$ cat src/rtl/uart_pkg.sv
// Shared UART definitions: FSM state encoding and 8N1 frame constants,
// common to the transmitter and receiver.
package uart_pkg;

  typedef enum logic [1:0] {
    StIdle,
    StStart,
    StData,
    StStop
  } uart_state_e;

  localparam int unsigned DATA_BITS = 8;
  localparam logic        START_LVL = 1'b0;
  localparam logic        STOP_LVL  = 1'b1;

endpackage

$ cat src/rtl/uart_tx_fifo.sv
// Synchronous transmit FIFO with a registered occupancy count.
// A write to a full FIFO and a read from an empty FIFO are dropped.
module uart_tx_fifo #(
  parameter int unsigned Depth = 4,
  parameter int unsigned Width = 8
) (
  input  logic             clk,
  input  logic             rst,
  input  logic             wr,
  input  logic [Width-1:0] wdata,
  input  logic             rd,
  output logic [Width-1:0] rdata,
  output logic             full,
  output logic             empty
);

  localparam int unsigned PtrW = $clog2(Depth);
  localparam int unsigned CntW = PtrW + 1;

  logic [Width-1:0] mem_q [Depth];
  logic [PtrW-1:0]  wptr_q, rptr_q;
  logic [CntW-1:0]  cnt_q, cnt_d;
  logic             push, pop;

  // Flags come from the registered count only, so a same-cycle pop never
  // opens room for a write.
  assign full  = (cnt_q == CntW'(Depth));
  assign empty = (cnt_q == '0);
  assign push  = wr & ~full;
  assign pop   = rd & ~empty;
  assign rdata = mem_q[rptr_q];

  always_comb begin
    cnt_d = cnt_q;
    case ({push, pop})
      2'b10:   cnt_d = cnt_q + 1'b1;
      2'b01:   cnt_d = cnt_q - 1'b1;
      default: cnt_d = cnt_q;
    endcase
  end

  always_ff @(posedge clk or posedge rst) begin
    if (rst) begin
      wptr_q <= '0;
      rptr_q <= '0;
      cnt_q  <= '0;
    end else begin
      if (push) wptr_q <= wptr_q + 1'b1;
      if (pop)  rptr_q <= rptr_q + 1'b1;
      cnt_q <= cnt_d;
    end
  end

  always_ff @(posedge clk) begin
    if (push) mem_q[wptr_q] <= wdata;
  end

endmodule

$ cat src/rtl/uart_tx_buffered.sv
// Buffered 8N1 UART transmitter: FIFO front end, frame FSM, baud counter
// and shift register driving a registered serial line.
module uart_tx_buffered
  import uart_pkg::*;
#(
  parameter int unsigned CLKS_PER_BIT = 434,
  parameter int unsigned FIFO_DEPTH   = 4
) (
  input  logic       clk,
  input  logic       rst,
  input  logic [7:0] tx_wdata,
  input  logic       tx_wr,
  output logic       tbr_valid,
  output logic       tx_busy,
  output logic       txd
);

  localparam int unsigned BaudW = $clog2(CLKS_PER_BIT);
  localparam int unsigned BitW  = $clog2(DATA_BITS);
  localparam logic [BaudW-1:0] BaudMax = BaudW'(CLKS_PER_BIT - 1);
  localparam logic [BitW-1:0]  LastBit = BitW'(DATA_BITS - 1);

  uart_state_e          state_q, state_d;
  logic [BaudW-1:0]     baud_q, baud_d;
  logic [BitW-1:0]      bit_q, bit_d;
  logic [DATA_BITS-1:0] shift_q, shift_d;
  logic                 txd_q, line;
  logic                 pop;
  logic [DATA_BITS-1:0] fifo_rdata;
  logic                 fifo_full, fifo_empty;
  logic                 baud_done;

  uart_tx_fifo #(
    .Depth (FIFO_DEPTH),
    .Width (DATA_BITS)
  ) u_fifo (
    .clk   (clk),
    .rst   (rst),
    .wr    (tx_wr),
    .wdata (tx_wdata),
    .rd    (pop),
    .rdata (fifo_rdata),
    .full  (fifo_full),
    .empty (fifo_empty)
  );

  assign baud_done = (baud_q == '0);
  assign tbr_valid = ~fifo_full;
  assign tx_busy   = (state_q != StIdle) || !fifo_empty;
  assign txd       = txd_q;

  always_comb begin
    state_d = state_q;
    baud_d  = baud_q;
    bit_d   = bit_q;
    shift_d = shift_q;
    pop     = 1'b0;
    line    = STOP_LVL;
    unique case (state_q)
      StIdle: begin
        line = STOP_LVL;
        if (!fifo_empty) begin
          pop     = 1'b1;
          shift_d = fifo_rdata;
          baud_d  = BaudMax;
          state_d = StStart;
        end
      end
      StStart: begin
        line = START_LVL;
        if (baud_done) begin
          baud_d  = BaudMax;
          bit_d   = '0;
          state_d = StData;
        end else begin
          baud_d = baud_q - 1'b1;
        end
      end
      StData: begin
        line = shift_q[0];
        if (baud_done) begin
          baud_d  = BaudMax;
          shift_d = shift_q >> 1;
          bit_d   = bit_q + 1'b1;
          if (bit_q == LastBit) state_d = StStop;
        end else begin
          baud_d = baud_q - 1'b1;
        end
      end
      StStop: begin
        line = STOP_LVL;
        if (baud_done) begin
          // Chain straight into the next start bit when more data is queued.
          if (!fifo_empty) begin
            pop     = 1'b1;
            shift_d = fifo_rdata;
            baud_d  = BaudMax;
            state_d = StStart;
          end else begin
            state_d = StIdle;
          end
        end else begin
          baud_d = baud_q - 1'b1;
        end
      end
      default: state_d = StIdle;
    endcase
  end

  // txd follows the current state's level, one cycle behind the state.
  always_ff @(posedge clk or posedge rst) begin
    if (rst) begin
      state_q <= StIdle;
      baud_q  <= '0;
      bit_q   <= '0;
      shift_q <= '0;
      txd_q   <= 1'b1;
    end else begin
      state_q <= state_d;
      baud_q  <= baud_d;
      bit_q   <= bit_d;
      shift_q <= shift_d;
      txd_q   <= line;
    end
  end

endmodule

$ cat config.mk
export PLATFORM = sky130hd
export DESIGN_NAME = uart_tx_buffered
export DESIGN_NICKNAME = d
export VERILOG_FILES = /design/src/rtl/uart_pkg.sv /design/src/rtl/uart_tx_fifo.sv /design/src/rtl/uart_tx_buffered.sv
export SDC_FILE = /design/constraint.sdc
export NUM_CORES = 1
export LEC_CHECK = 0
export CORE_MARGIN = 1.5
export CORE_UTILIZATION = 55
export CTS_BUF_LIST = sky130_fd_sc_hd__clkbuf_8
export DETAILED_ROUTE_END_ITERATION = 16
export PLACE_DENSITY = 0.85
export SETUP_SLACK_MARGIN = 0.3
export SLEW_MARGIN = 0
export SYNTH_ARGS = -nofsm -noshare
export SYNTH_HDL_FRONTEND = slang
export SYNTH_SLANG_ARGS = --single-unit
$ cat constraint.sdc
create_clock -name clk -period 3.9 [get_ports clk]
set_clock_uncertainty 0.15 [all_clocks]
set_input_delay 0.78 -clock clk [delete_from_list [all_inputs] [get_ports clk]]
set_output_delay 0.78 -clock clk [all_outputs]
set_load 0.005 [all_outputs]
==> tab_implementation.tex <==
\begin{tabular}{lr}
\hline
Metric & Value \\
\hline
\multicolumn{2}{l}{\textbf{Run status}} \\
Status & complete, no violations \\
\multicolumn{2}{l}{\textbf{Floorplanning}} \\
Die Area & around 6000 um\^{}2 \\
Horiz. Die Dim & $\sim$78 um \\
Core Box Area & around 5200 um\^{}2 \\
Starting density of the core & between 50\% and 60\% \\
Vertical extent of the die & 77.51 um \\
I/O pin total & 14 \\
Rows & 26 \\
\multicolumn{2}{l}{\textbf{Logic synthesis}} \\
Post-Synthesis Net Count & 251 \\
Simple-gate share of the synthesized area & around a tenth \\
Count leader, synth & sky130\_fd\_sc\_hd\_\_edfxtp\_1 \\
Portion of synthesized cell area occupied by the leading cell type & 31.48\% \\
Post-synthesis area per instance & 13.57 um\^{}2 \\
Commonest cells post-synth & 32 x sky130\_fd\_sc\_hd\_\_edfxtp\_1, 29 x sky130\_fd\_sc\_hd\_\_dfrtp\_1, 16 x sky130\_fd\_sc\_hd\_\_mux2\_2 \\
Total of warnings raised by yosys & 0 \\
Post-synthesis xor/xnor area fraction & 2.008\% \\
Number of enable flip-flop cells after synthesis & 32 \\
Part of the Yosys area used for sequential elements & 56.11\% \\
Mux cell area share after synthesis & about an eighth \\
Number of instances in the synthesized netlist & 225 \\
Most area-consuming cells after synthesis & sky130\_fd\_sc\_hd\_\_edfxtp\_1 31\%, sky130\_fd\_sc\_hd\_\_dfrtp\_1 24\%, sky130\_fd\_sc\_hd\_\_mux2\_2 5.9\% \\
Async set-reset flop share out of synthesis & between 40\% and 50\% \\
Post-synthesis cell type with the largest combined area & sky130\_fd\_sc\_hd\_\_edfxtp\_1 \\
Fraction of the mapped netlist area in adder cells & 6.393\% \\
Post-synthesis instance area & 3053 um\^{}2 \\
Cell variety after synth & 55 \\
Area fraction in compound gates after synthesis & about a tenth \\
Largest family of logic cells by synthesized area & multiplexers \\
Main synth FF type & sky130\_fd\_sc\_hd\_\_edfxtp\_1 \\
Number of storage elements in the synthesis netlist & a little over 60 \\
\multicolumn{2}{l}{\textbf{Route}} \\
DRC & 0 \\
Wirelength per Cell & $\sim$17 um \\
Iteration-0 DRC Markers & $\sim$130 \\
Number of detailed-routing iterations run before antenna repair & 4 \\
Number of vias after detailed routing & 1856 \\
Post-route ant nets & 0 \\
Vias per std cell & 5.818 \\
Wirelength, routed & around 5300 um \\
\multicolumn{2}{l}{\textbf{Clocking}} \\
Post-CTS resize count & 0 \\
Clock network latency to the later pin of the worst-skew pair & approximately 0.34 ns \\
Number of post-CTS setup repair buffers & 0 \\
Total clock buffers created by CTS & 9 \\
CTS tree & yes \\
Buffers from clock root to sink, at most & 2 \\
CTS root buffer & sky130\_fd\_sc\_hd\_\_clkbuf\_8 \\
Clock H-tree levels & 3 \\
Cts hold-fix bufs & 0 \\
Clk slew on worst S/H paths & $\sim$0.07 ns \\
CTS sink cnt & 62 \\
\multicolumn{2}{l}{\textbf{STA}} \\
Pin slew with the least headroom to its limit & between 0.6 and 0.7 ns \\
Fmax achieved & about 330 MHz \\
Setup slack of the critical path after layout & approximately 0.86 ns \\
Total of endpoints with negative setup slack in the final report & 0 \\
Final number of hold-violating endpoints & 0 \\
Final critical path time including I/O delays and setup & about 3 ns \\
Worst slew margin relative to its limit & 55.61\% \\
Setup tns final & 0 ns \\
Final Max Slew Viols & 0 \\
Unrepaired setup endpoints after global routing & false \\
Crit share post-route & between 70\% and 80\% \\
\multicolumn{2}{l}{\textbf{Setup path}} \\
CP cell instances & inv\_1, ha\_1, or4b\_4, nor3\_1, o21a\_1, ha\_1, inv\_1, fa\_1, xor2\_1, nor2\_1, xor2\_1 \\
Critical path arrival & 3.16 ns \\
Type of destination of the critical path & register \\
Critical path required time & 4.02 ns \\
R2r setup slk & 0.86 ns \\
Path depth of the worst reg2reg path & 11 \\
Critical Path Slowest Stage Cell & sky130\_fd\_sc\_hd\_\_or4b\_4 \\
Startpoint of the lowest-slack register-to-register path & baud\_q[0] \\
Type of origin of the critical path & register \\
Highest net fanout along the worst path & 5 \\
Destination of the worst register-to-register timing path & u\_fifo.cnt\_q[2] \\
CP max stage delay & around 0.53 ns \\
Class of the most critical setup path & reg2reg \\
Critical path startpoint & baud\_q[0] \\
Category of cells accounting for the largest share of critical-path delay & simple AND/OR/NAND/NOR gates \\
Buffers and inverters on the worst path & 2 \\
\multicolumn{2}{l}{\textbf{Cells and area}} \\
Antenna Diode Count & 0 \\
Filler cell count in the final layout & 352 \\
Layout Area Growth over Synthesis & 12.34\% \\
Layout cells sized above 1 & between 20 and 25\% \\
\# nets final & 270 \\
\multicolumn{2}{l}{\textbf{Power}} \\
Total leakage power & between 1 and 1.5 nW \\
Maximum ir drop on the vdd rail & a little over 0.4 mV \\
Power density relative to cell area & approximately 460 nW/um\^{}2 \\
\multicolumn{2}{l}{\textbf{Global route}} \\
Total routing usage reported by global routing & about a fifth \\
Remaining global-route overflow & 0 \\
Initial antenna violation count & 0 \\
Number of global-route vias before repair & about 1800 \\
Maximum number of pins on one net before global-route repair & 31 \\
Global-route wire length before repair & about 8900 um \\
\multicolumn{2}{l}{\textbf{Worst hold path}} \\
Hold/Removal Path Class & reg2reg \\
Hold Crit Start & bit\_q[0] \\
Hold path depth & 1 \\
Hold Crit Endpoint & bit\_q[0] \\
\multicolumn{2}{l}{\textbf{Place}} \\
Setup slack at placement & around 0.90 ns \\
Final estimated routing congestion in global placement & 0.9642 \\
Detail Placement HPWL & 3693 um \\
Number of port buffers & 13 \\
\multicolumn{2}{l}{\textbf{Job}} \\
Total of max-cap violations & 0 \\
\hline
\end{tabular}
## area by class of cell
class / count / area, um^2 / share of cell area (%)
Clock buffer: 9 / 123.9 / 3.612
Clock inverter: 7 / 58.81 / 1.715
Inverter: 15 / 56.30 / 1.642
Multi-Input combinational cell: 141 / 1245 / 36.30
Sequential cell: 62 / 1713 / 49.95
Tap cell: 70 / 87.58 / 2.554
Timing Repair Buffer: 15 / 145.1 / 4.232
## power by group
group          leakage, nW  internal, W  total [W]  switching (W)
clock               0.0917     0.000238   0.000513       0.000274
sequential           0.653     0.000792   0.000838      0.0000464
combinational        0.636     0.000105   0.000242       0.000137
## metal layers
layer	share of wire (%)	vias to the layer above	routed length (um)	track usage [%]
met4	2.1	0	113	10.18
met5	0	-	0	0
li1	-	886	-	-
met2	47	57	2487	30.53
met1	45	902	2401	26.19
met3	5.6	11	298	5.647
## worst register-to-register path: stages (launching register included)
cell	delay, ns
sky130_fd_sc_hd__dfrtp_1	0.42
sky130_fd_sc_hd__inv_1	0.11
sky130_fd_sc_hd__ha_1	0.18
sky130_fd_sc_hd__or4b_4	0.53
sky130_fd_sc_hd__nor3_1	0.31
sky130_fd_sc_hd__o21a_1	0.19
sky130_fd_sc_hd__ha_1	0.19
sky130_fd_sc_hd__inv_1	0.06
sky130_fd_sc_hd__fa_1	0.39
sky130_fd_sc_hd__xor2_1	0.16
sky130_fd_sc_hd__nor2_1	0.12
sky130_fd_sc_hd__xor2_1	0.15
## flip-flops by register name, indices dropped and copies added (netlist names), 2 cells and up
register	flops
baud_q	9
u_fifo.wptr_q	2
u_fifo.mem_q	32
u_fifo.cnt_q	3
bit_q	3
state_q	2
u_fifo.rptr_q	2
shift_q	8
## cell families after synthesis
group,count (synthesis)
and+or+nand+nor,54
DFF,62
xor gates and xnor gates,7
AOI/OAI and AO/OA,39
buffers and inverters,22
muxes,26
adders and majority gates,15
## worst max path at each step
stage | end | slack (ns) | depth (start not counted)
3_5_place_dp | u_fifo.cnt_q[2] | 0.90 | 11
2_1_floorplan | u_fifo.cnt_q[2] | 1.13 | 11
5_1_grt | u_fifo.cnt_q[2] | 0.72 | 11
6_report | u_fifo.cnt_q[2] | 0.86 | 11
3_3_place_gp | u_fifo.cnt_q[2] | 0.98 | 11
4_1_cts | u_fifo.cnt_q[2] | 0.86 | 11
## cell usage in the layout (no fill, tap or decap), types with 2 or more instances in the layout
cell and n:
sky130_fd_sc_hd__dfrtp_1 29, sky130_fd_sc_hd__ha_1 14, sky130_fd_sc_hd__a31o_2 2, sky130_fd_sc_hd__o31ai_1 2
sky130_fd_sc_hd__o31a_2 2, sky130_fd_sc_hd__or3_1 2, sky130_fd_sc_hd__nor2_1 12, sky130_fd_sc_hd__xor2_1 3
sky130_fd_sc_hd__mux4_2 8, sky130_fd_sc_hd__clkinv_4 3, sky130_fd_sc_hd__inv_1 15, sky130_fd_sc_hd__nor2b_1 2
sky130_fd_sc_hd__o21ai_0 10, sky130_fd_sc_hd__clkdlybuf4s50_1 13, sky130_fd_sc_hd__clkbuf_8 9, sky130_fd_sc_hd__mux2_2 16
sky130_fd_sc_hd__buf_4 2, sky130_fd_sc_hd__mux2i_1 2, sky130_fd_sc_hd__nand2_1 10, sky130_fd_sc_hd__and3_1 4
sky130_fd_sc_hd__nor3_1 6, sky130_fd_sc_hd__a211oi_1 3, sky130_fd_sc_hd__nor3b_1 2, sky130_fd_sc_hd__nor4_1 2
sky130_fd_sc_hd__edfxtp_1 32, sky130_fd_sc_hd__nand4_1 2, sky130_fd_sc_hd__xnor2_1 4, sky130_fd_sc_hd__a21oi_1 3
sky130_fd_sc_hd__nand3_1 5
## metrics by stage
| step | utilization [%] | instances | hold slack (ns) | power [W] | area [um^2] |
|---|---|---|---|---|---|
| 3_5_place_dp | 61.99 | 303 | 0.3415 | 0.001090 | 3247 |
| 2_1_floorplan | - | 225 | 0.3070 | 0.001001 | 3053 |
| 6_report | 65.48 | 319 | 0.3455 | 0.001593 | 3430 |
| 3_3_place_gp | 61.99 | 303 | 0.3333 | 0.001075 | 3247 |
| 5_1_grt | 65.48 | 319 | 0.3742 | 0.001666 | 3430 |
| 4_1_cts | 65.48 | 319 | 0.3503 | 0.001611 | 3430 |
Note: power is estimated with default switching activity, not from simulation.
